$ cat config.mk
export PLATFORM = sky130hd
export DESIGN_NAME = seg_scan_decoder
export DESIGN_NICKNAME = d
export VERILOG_FILES = /design/src/rtl/seg_scan_pkg.sv /design/src/rtl/seg_dwell_filter.sv /design/src/rtl/seg_scan_decoder.sv
export SDC_FILE = /design/constraint.sdc
export NUM_CORES = 1
export LEC_CHECK = 0
export ABC_AREA = 1
export ABC_CLOCK_PERIOD_IN_PS = 5200
export BUFFER_PORTS_ARGS = -buffer_cell sky130_fd_sc_hd__buf_2
export CAP_MARGIN = 10
export CELL_PAD_IN_SITES_DETAIL_PLACEMENT = 1
export CELL_PAD_IN_SITES_GLOBAL_PLACEMENT = 2
export CORE_MARGIN = 1
export CORE_UTILIZATION = 30
export DETAILED_ROUTE_END_ITERATION = 16
export PLACE_DENSITY = 0.76
export SYNTH_ARGS = -nofsm -noshare
export SYNTH_HDL_FRONTEND = slang
export SYNTH_SLANG_ARGS = --single-unit
$ cat constraint.sdc
create_clock -name clk -period 5.2 [get_ports clk]
set_input_delay 1.56 -clock clk [delete_from_list [all_inputs] [get_ports clk]]
set_output_delay 1.56 -clock clk [all_outputs]
set_load 0.02 [all_outputs]
$ cat src/rtl/seg_scan_pkg.sv
// Shared seven-segment definitions for the display encoder and the scan decoder.
// Patterns are active-low, bit 6 = g ... bit 0 = a.
package seg_scan_pkg;

  localparam logic [6:0] SEG_BLANK = 7'h7F;

  localparam logic [6:0] HEX_SEG [16] = '{
    7'b1000000, 7'b1111001, 7'b0100100, 7'b0110000,
    7'b0011001, 7'b0010010, 7'b0000010, 7'b1111000,
    7'b0000000, 7'b0010000, 7'b0001000, 7'b0000011,
    7'b1000110, 7'b0100001, 7'b0000110, 7'b0001110
  };

  // Returns {legal, value}; value is 0 when the pattern is not a hex glyph.
  function automatic logic [4:0] seg_to_hex(input logic [6:0] seg_pat);
    logic [4:0] res;
    res = 5'b0;
    for (int i = 0; i < 16; i++) begin
      if (seg_pat == HEX_SEG[i]) res = {1'b1, 4'(i)};
    end
    return res;
  endfunction

endpackage

$ cat src/rtl/seg_dwell_filter.sv
// Registers the scan bus, waits for a stable dwell on a single anode and
// emits one capture strobe per dwell; also flags entry into multi-anode drive.
module seg_dwell_filter
  import seg_scan_pkg::*;
#(
  parameter int NUM_DIGITS    = 8,
  parameter int SETTLE_CYCLES = 4,
  parameter int IDX_W         = 3
) (
  input  logic                  clk,
  input  logic                  reset,
  input  logic [6:0]            seg,
  input  logic [NUM_DIGITS-1:0] an,
  output logic                  cap_strobe,
  output logic [IDX_W-1:0]      cap_idx,
  output logic [6:0]            cap_seg,
  output logic                  multi_evt
);

  localparam int CNT_W = $clog2(SETTLE_CYCLES + 1);

  logic [6:0]            r_seg_q, r_seg_d;
  logic [NUM_DIGITS-1:0] r_an_q, r_an_d;
  logic [6:0]            p_seg_q, p_seg_d;
  logic [NUM_DIGITS-1:0] p_an_q, p_an_d;
  logic [CNT_W-1:0]      cnt_q, cnt_d;
  logic                  captured_q, captured_d;

  logic                  changed;
  logic [NUM_DIGITS-1:0] an_low, p_an_low;
  logic                  multi_now, multi_prev, one_hot;

  always_ff @(posedge clk) begin
    if (reset) begin
      r_seg_q    <= SEG_BLANK;
      r_an_q     <= '1;
      p_seg_q    <= SEG_BLANK;
      p_an_q     <= '1;
      cnt_q      <= '0;
      captured_q <= 1'b0;
    end else begin
      r_seg_q    <= r_seg_d;
      r_an_q     <= r_an_d;
      p_seg_q    <= p_seg_d;
      p_an_q     <= p_an_d;
      cnt_q      <= cnt_d;
      captured_q <= captured_d;
    end
  end

  always_comb begin
    r_seg_d = seg;
    r_an_d  = an;
    p_seg_d = r_seg_q;
    p_an_d  = r_an_q;

    changed  = ({r_seg_q, r_an_q} != {p_seg_q, p_an_q});
    an_low   = ~r_an_q;
    p_an_low = ~p_an_q;
    // x & (x-1) is non-zero exactly when two or more bits are set
    multi_now  = (an_low & (an_low - NUM_DIGITS'(1))) != '0;
    multi_prev = (p_an_low & (p_an_low - NUM_DIGITS'(1))) != '0;
    one_hot    = (an_low != '0) && !multi_now;

    if (changed) begin
      cnt_d = '0;
    end else if (cnt_q == CNT_W'(SETTLE_CYCLES)) begin
      cnt_d = cnt_q;
    end else begin
      cnt_d = cnt_q + CNT_W'(1);
    end

    // The !changed term keeps a capture from picking up a sample that has
    // just moved while the counter still reflects the previous dwell.
    cap_strobe = one_hot && !changed && !captured_q &&
                 (cnt_q == CNT_W'(SETTLE_CYCLES - 1));
    captured_d = changed ? 1'b0 : (captured_q | cap_strobe);

    cap_idx = '0;
    for (int i = 0; i < NUM_DIGITS; i++) begin
      if (an_low[i]) cap_idx = IDX_W'(i);
    end

    cap_seg   = r_seg_q;
    multi_evt = multi_now && !multi_prev;
  end

endmodule

$ cat src/rtl/seg_scan_decoder.sv
// Rebuilds the displayed hex digits from a multiplexed active-low seg/an bus,
// reporting blanks, illegal glyphs, anode faults and complete scan frames.
module seg_scan_decoder
  import seg_scan_pkg::*;
#(
  parameter int NUM_DIGITS    = 8,
  parameter int SETTLE_CYCLES = 4,
  parameter int ERR_W         = 8
) (
  input  logic                    clk,
  input  logic                    reset,
  input  logic [6:0]              seg,
  input  logic [NUM_DIGITS-1:0]   an,
  output logic [4*NUM_DIGITS-1:0] digits,
  output logic [NUM_DIGITS-1:0]   digit_valid,
  output logic [NUM_DIGITS-1:0]   digit_blank,
  output logic                    frame_done,
  output logic                    bad_pattern,
  output logic                    multi_anode,
  output logic [ERR_W-1:0]        err_count
);

  localparam int IDX_W = (NUM_DIGITS > 1) ? $clog2(NUM_DIGITS) : 1;

  logic             cap_strobe;
  logic [IDX_W-1:0] cap_idx;
  logic [6:0]       cap_seg;
  logic             multi_evt;

  seg_dwell_filter #(
    .NUM_DIGITS    (NUM_DIGITS),
    .SETTLE_CYCLES (SETTLE_CYCLES),
    .IDX_W         (IDX_W)
  ) u_dwell (
    .clk        (clk),
    .reset      (reset),
    .seg        (seg),
    .an         (an),
    .cap_strobe (cap_strobe),
    .cap_idx    (cap_idx),
    .cap_seg    (cap_seg),
    .multi_evt  (multi_evt)
  );

  logic [4*NUM_DIGITS-1:0] digits_q, digits_d;
  logic [NUM_DIGITS-1:0]   valid_q, valid_d;
  logic [NUM_DIGITS-1:0]   blank_q, blank_d;
  logic [NUM_DIGITS-1:0]   seen_q, seen_d;
  logic                    frame_done_q, frame_done_d;
  logic                    bad_q, bad_d;
  logic                    multi_q, multi_d;
  logic [ERR_W-1:0]        err_q, err_d;
  logic                    err_inc;
  logic [4:0]              dec;

  always_ff @(posedge clk) begin
    if (reset) begin
      digits_q     <= '0;
      valid_q      <= '0;
      blank_q      <= '0;
      seen_q       <= '0;
      frame_done_q <= 1'b0;
      bad_q        <= 1'b0;
      multi_q      <= 1'b0;
      err_q        <= '0;
    end else begin
      digits_q     <= digits_d;
      valid_q      <= valid_d;
      blank_q      <= blank_d;
      seen_q       <= seen_d;
      frame_done_q <= frame_done_d;
      bad_q        <= bad_d;
      multi_q      <= multi_d;
      err_q        <= err_d;
    end
  end

  always_comb begin
    digits_d     = digits_q;
    valid_d      = valid_q;
    blank_d      = blank_q;
    seen_d       = seen_q;
    frame_done_d = 1'b0;
    bad_d        = bad_q;
    multi_d      = multi_q;
    err_d        = err_q;
    err_inc      = 1'b0;
    dec          = seg_to_hex(cap_seg);

    if (cap_strobe) begin
      for (int i = 0; i < NUM_DIGITS; i++) begin
        if (cap_idx == IDX_W'(i)) begin
          if (dec[4]) begin
            digits_d[4*i +: 4] = dec[3:0];
            valid_d[i]         = 1'b1;
            blank_d[i]         = 1'b0;
          end else if (cap_seg == SEG_BLANK) begin
            digits_d[4*i +: 4] = 4'h0;
            valid_d[i]         = 1'b0;
            blank_d[i]         = 1'b1;
          end else begin
            valid_d[i] = 1'b0;
            blank_d[i] = 1'b0;
            bad_d      = 1'b1;
            err_inc    = 1'b1;
          end
          seen_d[i] = 1'b1;
        end
      end
      if (&seen_d) begin
        frame_done_d = 1'b1;
        seen_d       = '0;
      end
    end

    // Capture and multi-anode entry are mutually exclusive, so one step suffices.
    if (multi_evt) begin
      multi_d = 1'b1;
      err_inc = 1'b1;
    end

    if (err_inc && (err_q != '1)) err_d = err_q + ERR_W'(1);
  end

  assign digits      = digits_q;
  assign digit_valid = valid_q;
  assign digit_blank = blank_q;
  assign frame_done  = frame_done_q;
  assign bad_pattern = bad_q;
  assign multi_anode = multi_q;
  assign err_count   = err_q;

endmodule

# Yosys cells after proc, flatten, opt, wreduce, memory -nomap -nowiden
# Cells that the tools add are included.
# op_classes
shift,0
order_cmp,0
bitwise,6
reduce_logical,35
mux,100
n_eq_ne,27
div,0
n_mul,0
add_sub_neg,4
# ops
op,n
$mux W5,16
$mux W1,75
$eq A7 B7 Y1 const B,5
$reduce_and A3 Y1,8
$reduce_bool A8 Y1,3
$eq A7 B5 Y1 const B,3
$eq A7 B6 Y1 const B,3
$and A8 B8 Y8,2
$not A8 Y8,2
$reduce_and A2 Y1,8
$sub A8 B1 Y8 const B,2
$eq A3 B3 Y1 const B,5
$ne A15 B15 Y1,1
$eq A7 B2 Y1 const B,2
$eq A7 B4 Y1 const B,2
$mux W3,4
$eq A3 B2 Y1 const B,3
$add A8 B1 Y8 const B,1
$mux W4,2
$mux W8,1
$ne A8 B8 Y1 const B,1
$reduce_and A8 Y1,1
$eq A7 B3 Y1 const B,1
$logic_not A7 Y1,1
10 further kinds,20
# totals
mem_bits_rw,0
mem_count,0
regBits,101
mem_bits_ro,0
output_inout_bits,59
latchBits,0

# Longest topological paths before layout
# logic_depth
ltp_word,46
mapped_depth,15

# By module
# A second synthesis with hierarchy kept.
# unflattened
cells_unflattened,601
area_unflattened_um2,4436.8
# modules_own_cells
mod,area_each_um2,instances,cells_each,seq_area_each_um2
seg_scan_decoder,2996.6,1,404,1341.3
seg_dwell_filter,1440.1,1,197,680.7

# Worst setup path before layout
# No wires, ideal clock.
# synth_timing
path_kind,input port to flip-flop
startpoint,in reset
endpoint,reg valid_q[1] (netlist: digit_valid[1])
slack_ps,2945
arrival_ps,2120
cell_stages,3
setup_time_ps,134
cell_sequence,clkbuf_1 clkbuf_1 a211oi_1
# synth_lines
element,line_no,rtl
from (decl),seg_scan_decoder.sv:11,"input logic reset,"
to (signal assigned),seg_scan_decoder.sv:68,valid_q <= valid_d;
to (decl),seg_scan_decoder.sv:46,"logic [NUM_DIGITS-1:0] valid_q, valid_d;"
# No word-level cell between the ends.

# Worst setup path in the final report
# layout_timing
startpoint,reg err_q[2] (netlist: err_count[2])
endpoint,out err_count[2]
# layout_lines
element,line_no,rtl
from (decl),seg_scan_decoder.sv:52,"logic [ERR_W-1:0] err_q, err_d;"
from (signal assigned),seg_scan_decoder.sv:74,err_q <= err_d;
to (decl),seg_scan_decoder.sv:20,output logic [ERR_W-1:0] err_count
# No word-level cell between the ends.

==> results.yml <==
outcome:
  status: "complete, no violations"
synth:
  syn_inst: 595
  synth_xor_xnor_area_share_pct: 2.39
  synthMuxAreaShare_pct: 0
  synth_fa_ha_area_share_pct: 1.14
  synth_top_family_by_area: "simple AND/OR/NAND/NOR gates"
  ys_ff_latch: 101
  synth_fp_nets: 616
  synthTopCellsByArea: "dfxtp_1 46%, nand2_1 12%, nor2_1 8.5%"
  ys_types: 30
  yosysWarnings: 0
  synth_top_area_cell: "dfxtp_1"
  synthSimpleGateAreaFrac_pct: 34.2
  synth_compound_area_share_pct: 9.89
  ys_seq_area_share_pct: 46.1
  syn_area_sq_um: 4390
  avgSynthCellArea_sq_um: 7.38
  post-synth-top-area-fraction_pct: 46.1
die:
  dieWidth_microns: 123
  core-area_sq_um: 14100
  row_count: 43
  start_util_pct: 31.1
  ioPinCount: 76
  die_y_microns: 123
  dieArea_sq_um: 15100
sta:
  setup_viol: 0
  timing.fmax_mhz: 385
  hold_viol_final: 0
  rsz0062_at_grt: "false"
  timing.final.crit_share_pct: 49.9
  worst_slew_pin_slew_ns: 1.08
  maxSlewViolCount: 0
  max_slew_margin_pct: 28.1
  tns_ns: 0
  clock_skew_ns: 0.0113
  period_minus_slack_ns: 2.60
clocking:
  clockBufferDepth: 2
  cts_tree: "built"
  cts_hold_buf: 0
  htree_levels: 3
  cts-buffers-inserted: 9
  clkLatencyLatePin_ns: 0.35
  cts_resized: 0
  clk_pin_slew_ns: 0.08
  cts_setup_buffers: 0
  cts_sinks: 101
  clockRootBuffer: "clkbuf_16"
final_layout:
  stdcell_count: 858
  finalNetCount: 694
  nFillCells: 1804
  area_growth_pct: 19.6
  final_area_sq_um: 5250
  antennaDiodeCount: 0
  drive_above_1_share_pct: 20.4
  final_common_cell: "nand2_1"
  final_cell_mix: "144 x nand2_1, 101 x dfxtp_1, 99 x nor2_1"
detailed_routing:
  initialDrtViolationCount: 146
  dr.pass1.iters: 4
  vias_per_cell: 4.67
  wl_per_cell_microns: 13.8
  drc: 0
  wl_microns: 11800
  vias: 4009
  drtAntennaViolNets: 0
power_and_ir_drop:
  ir_drop_mv: 0.146
  p_leak_nw: 2.57
  pwr_density_cell_nw_per_um2: 301
worst_setup_path:
  start_kind: "flip-flop"
  crit_type: "reg -> out"
  crit_path_max_fanout: 7
  cp-end-kind: "primary output"
  crit_chain: "buf_2"
  arrival_ns: 1.04
  slowest_delay_ns: 0.46
  cp_slowest_cell: "dfxtp_1"
  required_ns: 3.64
  crit_family: "flip-flops"
  critPathBufInv: 1
grt:
  grt_pass1_wl_microns: 19300
  grt.total_usage_pct: 16.7
  grt_start_max_net_pins: 58
  grt_pass1_vias: 3964
  grt.overflow.total: 0
  antenna_found_initial: 0
worst_hold_path:
  hp-class: "reg -> reg"
flow_run:
  drv_cap: 0
placed_design:
  place_area_sq_um: 4960
  dp.cells: 842
  dp_hpwl_microns: 9120
  portBuffers: 75
  place_congestion: 0.784
[where the power goes]
group	switching [mW]	internal, mW
Combinational	0.0840	0.0400
Clock	0.308	0.344
Sequential	0.0178	0.788
[final timing paths]
check / slack, ns / endpoint / cells past startpoint / startpoint
min: 0.45 / bad_pattern / 2 / bad_pattern
max: 2.60 / err_count[2] / 1 / err_count[2]
min reg2reg: 0.45 / bad_pattern / 2 / bad_pattern
max reg2reg: 2.86 / digits[22] / 15 / u_dwell.cap_seg[6]
[routing by layer]
| layer | share of wire [%] | vias up | track usage [%] |
|---|---|---|---|
| li1 | - | 2059 | - |
| met1 | 46 | 1892 | 20.9 |
| met2 | 50 | 47 | 28.9 |
| met3 | 2.6 | 11 | 2.49 |
| met4 | 1.5 | 0 | 6.33 |
| met5 | 0 | - | 0 |
[metrics by stage]
stage	util [%]	power (mW)	hold WS, ns	setup WS (ns)
floorplan	-	0.910	0.431	2.95
global placement	35.2	0.947	0.439	2.29
detailed placement	35.2	0.951	0.446	2.18
CTS	37.2	1.61	0.457	2.56
global route	37.2	1.66	0.479	2.41
finish	37.2	1.58	0.449	2.60
[cell type report]
class / instances / area [sq um] / share of cell area (%)
multi-input combinational: 422 / 2090 / 39.8
sequential: 101 / 2020 / 38.5
timing repair buffer: 76 / 383 / 7.30
inverter: 63 / 244 / 4.65
clock buffer: 11 / 243 / 4.63
tap: 180 / 225 / 4.29
clock inverter: 5 / 41.3 / 0.787
[sequential cells by signal (all words and copies together) (netlist names), 7 cells and up]
name	count
digits	32
u_dwell.p_an_q	8
u_dwell.p_seg_q	7
u_dwell.p_an_d	8
digit_blank	8
u_dwell.cap_seg	7
seen_q	8
err_count	8
digit_valid	8
[synthesized netlist by cell type (all sizes together)]
library cell and n:
xnor2 7, clkbuf 9, clkinv 4, a21oi 37, nand2 157, dfxtp 101
a22oi 1, nand3 29, o22ai 1, a211oi 12, or2 15, nor3 4
ha 4, inv 59, o21ai 29, nand4 10, xor2 5, nor2 108
nor4 1, nand3b 2
[kinds of logic (layout without fill, tap and decap cells)]
group / count (synthesis) / count (layout)
AO/OA/AOI/OAI: 80 / 80
XOR/XNOR: 12 / 12
adder cells (fa/ha/maj): 4 / 4
buffers and inverters: 72 / 155
flip-flops: 101 / 101
AND/OR/NAND/NOR: 326 / 326
Power figures use the tool's default switching activity.
